File: src/rtl/fetch_queue_pkg.sv
// Constants and entry layout shared by fetch, the fetch queue and decode.
package fetch_queue_pkg;

  localparam logic [31:0] RESET_PC   = 32'h0000_3000;
  localparam logic [31:0] NOP_INSTR  = 32'h0;
  localparam int          IF_ENTRY_W = 64;

  typedef struct packed {
    logic [31:0] pc;
    logic [31:0] instr;
  } if_entry_t;

endpackage

File: src/rtl/fetch_queue.sv
// Fetch-to-decode queue of {pc, instr}; push visible at head one edge later, no bypass.
// Backpressure: in_ready drops when full (no pass-through even with a pop); flush empties at next edge.
module fetch_queue
  import fetch_queue_pkg::*;
#(
  parameter  int DEPTH = 4,
  localparam int PTR_W = $clog2(DEPTH)
) (
  input  logic             clk,
  input  logic             reset,
  input  logic             flush,
  input  logic             in_valid,
  output logic             in_ready,
  input  logic [31:0]      in_pc,
  input  logic [31:0]      in_instr,
  output logic             out_valid,
  input  logic             out_ready,
  output logic [31:0]      out_pc,
  output logic [31:0]      out_instr,
  output logic [PTR_W:0]   count
);

  if_entry_t        mem [DEPTH];
  if_entry_t        head;
  logic [PTR_W-1:0] wr_ptr;
  logic [PTR_W-1:0] rd_ptr;
  logic             push;
  logic             pop;

  assign in_ready  = (count != (PTR_W+1)'(DEPTH));
  assign out_valid = (count != '0);
  assign push      = in_valid & in_ready;
  assign pop       = out_valid & out_ready;

  always_ff @(posedge clk or negedge reset) begin
    if (!reset) begin
      wr_ptr <= '0;
      rd_ptr <= '0;
      count  <= '0;
    end else if (flush) begin
      // Redirect: wrong-path entries and any concurrent push/pop are dropped.
      wr_ptr <= '0;
      rd_ptr <= '0;
      count  <= '0;
    end else begin
      if (push) wr_ptr <= wr_ptr + PTR_W'(1);
      if (pop)  rd_ptr <= rd_ptr + PTR_W'(1);
      case ({push, pop})
        2'b10:   count <= count + (PTR_W+1)'(1);
        2'b01:   count <= count - (PTR_W+1)'(1);
        default: count <= count;
      endcase
    end
  end

  always_ff @(posedge clk) begin
    if (push) mem[wr_ptr] <= '{pc: in_pc, instr: in_instr};
  end

  assign head      = mem[rd_ptr];
  assign out_pc    = out_valid ? head.pc    : 32'h0;
  assign out_instr = out_valid ? head.instr : NOP_INSTR;

endmodule

File: config.mk
export PLATFORM = sky130hd
export DESIGN_NAME = fetch_queue
export DESIGN_NICKNAME = d
export VERILOG_FILES = /design/src/rtl/fetch_queue_pkg.sv /design/src/rtl/fetch_queue.sv
export SDC_FILE = /design/constraint.sdc
export NUM_CORES = 1
export LEC_CHECK = 0
export CAP_MARGIN = 5
export CORE_ASPECT_RATIO = 0.9
export CORE_UTILIZATION = 60
export CTS_BUF_LIST = sky130_fd_sc_hd__clkbuf_4
export DETAILED_ROUTE_END_ITERATION = 7
export DONT_BUFFER_PORTS = 1
export GPL_ROUTABILITY_DRIVEN = 0
export PLACE_DENSITY = 0.87
export SETUP_SLACK_MARGIN = 0.4
export SLEW_MARGIN = 20
export SYNTH_ARGS = -nofsm -noshare
export SYNTH_HDL_FRONTEND = slang
export SYNTH_SLANG_ARGS = --single-unit
File: constraint.sdc
create_clock -name clk -period 6.8 [get_ports clk]
set_input_delay 1.36 -clock clk [delete_from_list [all_inputs] [get_ports clk]]
set_output_delay 1.36 -clock clk [all_outputs]
set_load 0.02 [all_outputs]
==> metrics, run 1 <==
worst reg2reg path startpoint count[0]; CTS Sinks 263; EDFF count, synth 256; Clk pwr share 0.328; number of buffers created by CTS 61; syn_nets 539; clock root cell clkbuf_4; via count 4,477; cts hold-fix bufs 0; switching power 0.0008945 W; Crit Path Category reg -> out; detailed-route DRC error count 0; final instance area 11,070 sq um; endpoints failing setup 0; area share of the largest cell type after synthesis 0.7546; Ant. Diodes 0; Final Skew 0.02847 ns; Die X 139.4 um; core area 16,350 sq um; Synth warnings 0; layout cells sized above 1 0.2962; cell type with the largest total area after synthesis edfxtp_1; clock transition at the registers of the reported paths 0.07 ns; Max Transition Viols Final 0; Worst VDD drop 0.0001970 V; Syn Area/Cell 21.91 sq um; Seq cells post-synth 263; CTS tree yes; Crit. End Element output port; critical path startpoint rd_ptr[0]; RSZ-0062 raised after global routing false; Detailed Place HPWL 9061 um; DR iter-0 viols 164; GRT met1 Usage 0.2399; Worst-Skew Late Latency 0.67 ns; final wirelength 16,830 um; GR Util met3 0.08213; setup bufs post-CTS 0; Flop pwr share 0.542; antenna viol nets, final 0; Int Power 0.002683 W; H-tree levels 2; Logic pwr share 0.129; Net Sw Frac 0.2501; vias in the first global route 5,006; Slew HR 0.3357; Worst setup SP type flip-flop; Worst EP arrival 3.09 ns; utilization after layout 0.6773; Vias/cell 5.938; pwr dens 323.0 nW/um^2; Min-Delay Path Class in -> async; first-pass GRT wire length 26,500 um; die area 17,500 sq um; Die Y 125.6 um; register area share after synthesis 0.7718; Post-Synthesis Cells 465; Post-Syn Area 10,190 sq um; Area contributors post-synth edfxtp_1, mux4_2, and2_1; Final Non-Filler Cells 754; initial core utilization 0.6230; total I/O pin count 138; final-stage net count 580; WP data required 5.44 ns; GRT met2 Usage 0.3382; status finished clean; initial antenna violation count 0; Cell Rows 44; GRT Total Usage 0.2041; grt peak-use layer met2; Hold Violations, Final 0; Leakage 3.542 nW; worst-path maximum fanout 34; placed cells 650; ys flop type edfxtp_1; worst-margin pin slew 0.9964 ns; largest net degree at the start of global routing 69; Fin Setup TNS 0 ns; top cells by count, synth edfxtp_1, and2_1, mux4_2, buf_2; Post-DP Area 10,330 sq um; clock tree buffer depth 3; Buffers on Ports 0; Final Cycle Share 0.6548; Yosys cell types 35; Pre-antenna DRT Iters 4; DR WL/cell 22.32 um; total power draw 0.003577 W; FFs w/ async S/R, synth 0.02662; GRT overflow 0; Area growth, synth to finish 8.708%; max-cap violations 0; Achievable Freq 0.2246 GHz; top-count cell post-synth edfxtp_1; PostCTS Resize Cnt 0; post-layout min period 4.452 ns
==> worst paths after layout <==
path	to	slack [ns]	cells after the start
max	out_instr[31]	2.35	3
min	rd_ptr[0]	0.37	0
max reg2reg	count[1]	4.17	6
min reg2reg	wr_ptr[1]	0.59	2
max in group asynchronous	rd_ptr[1]	6.34	0
min in group clk	wr_ptr[1]	0.59	2
==> metal layers <==
layer	share of wire	wire length [um]
met5	0	0
met4	0.015	258
met3	0.10	1699
met2	0.50	8448
met1	0.38	6425
==> flip-flops by register name, indices dropped and copies added, names as in the netlist <==
| register | flops |
|---|---|
| mem | 256 |
| count | 3 |
| rd_ptr | 2 |
| wr_ptr | 2 |
==> worst max-delay path: stages (launching register included) <==
cell and delay [ns]:
dfrtp_4 0.86, buf_4 0.67, mux4_2 0.62, and2_1 0.25
==> through the flow <==
step	hold WS (ns)	setup slack, ns
after floorplan	0.5382	2.917
after global placement	0.5608	2.951
after global routing	0.3103	2.078
final	0.3744	2.348
after detailed placement	0.5753	2.948
after CTS	0.3132	2.187
==> placed cells by master, fill, tap and decap left out <==
cell	instances
o221ai_1	1
fa_1	1
edfxtp_1	256
a21boi_1	1
inv_1	2
clkinv_1	15
mux4_2	64
and2_1	64
nand3_1	3
a21o_1	1
xnor2_1	2
a21oi_1	2
mux2i_1	1
nor3_1	2
clkinvlp_4	1
and3_1	1
buf_4	2
nor2_1	7
nand2b_1	1
and2_4	4
or3_1	1
nor2b_1	1
clkinv_2	1
o311a_1	1
dfrtp_2	1
clkbuf_4	86
a211oi_1	1
dfrtp_1	5
o21ai_0	2
o21bai_1	1
xor2_1	2
or3_4	1
a31oi_1	1
bufinv_16	1
ha_1	4
dfrtp_4	1
nand2_1	5
nand3b_1	1
==> power by group through the flow <==
stage	clock network (W)	registers, W	logic, W
after floorplan	0	0.00195	0.000425
after global placement	0	0.00197	0.000462
after detailed placement	0	0.00198	0.000471
after CTS	0.00121	0.00194	0.000473
after global routing	0.00129	0.00195	0.000496
final	0.00117	0.00194	0.000463
==> layout make-up <==
cell class | count | area [sq um]
multi-input cells | 176 | 2181
fillers | 1001 | 5276
well taps | 207 | 259.0
flip-flops and latches | 263 | 7868
inverters | 2 | 7.507
clock inverters | 18 | 98.84
repair buffers | 2 | 15.01
clock buffers | 86 | 645.6
==> cells by family after synthesis <==
group                    count (synthesis)  synth area share
flip-flops                             263            0.7718
AND/OR/NAND/NOR                         91           0.05294
multiplexers                            65            0.1425
buffers and inverters                   26           0.01511
AO/OA/AOI/OAI                           11          0.007371
adder cells (fa/ha/maj)                  5          0.006878
XOR/XNOR                                 4          0.003440
Note: power is estimated with default switching activity, not from simulation.
==> run 2, diff against run 1 <==
==> constraint.sdc (replaced) <==
create_clock -name clk -period 4.65 [get_ports clk]
set_input_delay 0.93 -clock clk [delete_from_list [all_inputs] [get_ports clk]]
set_output_delay 0.93 -clock clk [all_outputs]
set_load 0.02 [all_outputs]
==> metrics, run 2 (same netlist as run 1, synthesis figures left out) <==
Fill cells 1,021 (was 1,001); status finished clean (unchanged); Final Skew 0.03585 ns (was 0.02847 ns); most frequent cells in the layout edfxtp_1, clkbuf_4, mux4_2, and2_1, clkinv_1 (unchanged); Worst R2R End count[2] (was count[1]); Most flops, register mem (unchanged); Crit. End Element output port (unchanged); Buffers on Ports 0 (unchanged); max-cap violations 0 (unchanged); initial antenna violation count 0 (unchanged); final instance area 11,160 sq um (was 11,070 sq um); final wirelength 17,410 um (was 16,830 um); commonest non-fill, non-tap cell in the layout edfxtp_1 (unchanged); hold path endpoint wr_ptr[0]; Detailed Place HPWL 9657 um (was 9061 um); Final Cycle Share 0.7871; Worst-Skew Late Latency 0.67 ns (about the same); max FFs per register 256 (unchanged); Area growth, synth to finish 9.544% (was 8.708%); number of buffers created by CTS 60 (was 61); hold path start flush; vias in the first global route 5,081 (was 5,006); die area 17,500 sq um (unchanged); DR WL/cell 22.85 um (was 22.32 um); largest net degree at the start of global routing 69 (unchanged); post-layout min period 3.660 ns; Vias/cell 6.039 (was 5.938); DR iter-0 viols 347 (was 164); via count 4,602 (was 4,477); worst reg2reg path startpoint count[0] (unchanged); Die X 139.4 um (unchanged); initial core utilization 0.6230 (unchanged); total I/O pin count 138 (unchanged); H-tree levels 2 (unchanged); Cell Rows 44 (unchanged); critical path startpoint rd_ptr[0] (unchanged); Pre-antenna DRT Iters 4 (unchanged); biggest regs mem (256), count (3) (unchanged); detailed-route DRC error count 0 (unchanged); Worst VDD drop 0.0002919 V (was 0.0001970 V); r2r setup slk 1.95 ns (was 4.17 ns); final-stage net count 580 (unchanged); worst-path maximum fanout 34 (unchanged); pwr dens 478.2 nW/um^2 (was 323.0 nW/um^2); clock root cell clkbuf_4 (unchanged); GRT Total Usage 0.2100 (was 0.2041); core area 16,350 sq um (unchanged); WP data required 3.72 ns (was 5.44 ns); Ant. Diodes 0 (unchanged); Achievable Freq 0.2732 GHz; clock transition at the registers of the reported paths 0.08 ns (was 0.07 ns); RSZ-0062 raised after global routing false (unchanged); Min Hold Slack 0.3378 ns (was 0.3744 ns); worst r2r path cells 6 (unchanged); Min-Delay Path Depth 1; Crit Path Category reg -> out (unchanged); CTS Sinks 263 (unchanged); clock tree buffer depth 3 (unchanged); Min-Delay Path Class in -> reg (was in -> async); Fin Setup TNS 0 ns (unchanged); Post-DP Area 10,350 sq um (was 10,330 sq um); Max Transition Viols Final 0 (unchanged); Hold Violations, Final 0 (unchanged); layout cells sized above 1 0.3045 (was 0.2962); Die Y 125.6 um (unchanged); Slew HR 0.3491 (was 0.3357); first-pass GRT wire length 27,230 um (was 26,500 um); CTS tree yes (unchanged); Leakage 3.588 nW (was 3.542 nW); Worst EP arrival 2.73 ns (was 3.09 ns); GRT overflow 0 (unchanged); antenna viol nets, final 0 (unchanged); endpoints failing setup 0 (unchanged); worst-margin pin slew 0.9764 ns (was 0.9964 ns); Worst setup SP type flip-flop (unchanged)
## run 2: cell count changes in the layout (fill, tap and decap cells not counted)
cell,delta
buf_12,+2
buf_4,-2
clkbuf_4,+7
clkinv_2,+1
clkinvlp_4,-1
dlygate4sd3_1,+1
## run 2: per-stage QoR
step | instances | utilization | total power [W] | setup WS [ns]
after global placement | 650 | 0.6333 | 0.003562 | 1.603
after floorplan | 465 | - | 0.003468 | 1.197
after CTS | 762 | 0.6825 | 0.005394 | 0.8595
after global routing | 762 | 0.6825 | 0.005561 | 0.7455
final | 762 | 0.6825 | 0.005337 | 0.9899
after detailed placement | 650 | 0.6333 | 0.003591 | 1.609
## run 2: routing by layer
metal	track usage	part of all wire	up-vias	wire length, um
li1	-	-	2011	-
met5	0	0	-	0
met1	0.2422	0.37	2339	6518
met4	0.08366	0.019	0	327
met2	0.3553	0.50	220	8742
met3	0.08213	0.10	32	1823
## run 2: area by class of cell
type,count,area [sq um],share of cell area
flip-flops and latches,263,7868,0.7050
multi-input cells,176,2181,0.1954
clock buffers,93,698.2,0.06256
well taps,207,259.0,0.02321
clock inverters,18,96.34,0.008633
repair buffers,3,50.05,0.004485
inverters,2,7.507,0.0006727
## run 2: how the worst max path moves through the flow
stage / to / slack [ns] / cells past startpoint
finish: out_instr[16] / 0.99 / 3
floorplan: mem[0][0] / 1.20 / 3
CTS: out_instr[16] / 0.86 / 3
detailed placement: out_instr[13] / 1.61 / 3
global route: out_instr[13] / 0.75 / 3
global placement: out_instr[13] / 1.60 / 3
## run 2: repair_timing
action,4_1_cts,5_1_grt
buffers inserted,0,0
resized for setup,0,0
hold buffers,1,0
endpoints found under the hold margin,7,0
## run 2: worst max-delay path: stages (launching register included)
cell	delay [ns]
dfrtp_4	0.87
buf_12	0.36
mux4_2	0.57
and2_1	0.25
## run 2: power breakdown
group          switching, W  internal [W]
combinational      0.000419      0.000265
clock              0.000848      0.000964
sequential        0.0000786       0.00276
total               0.00135       0.00399
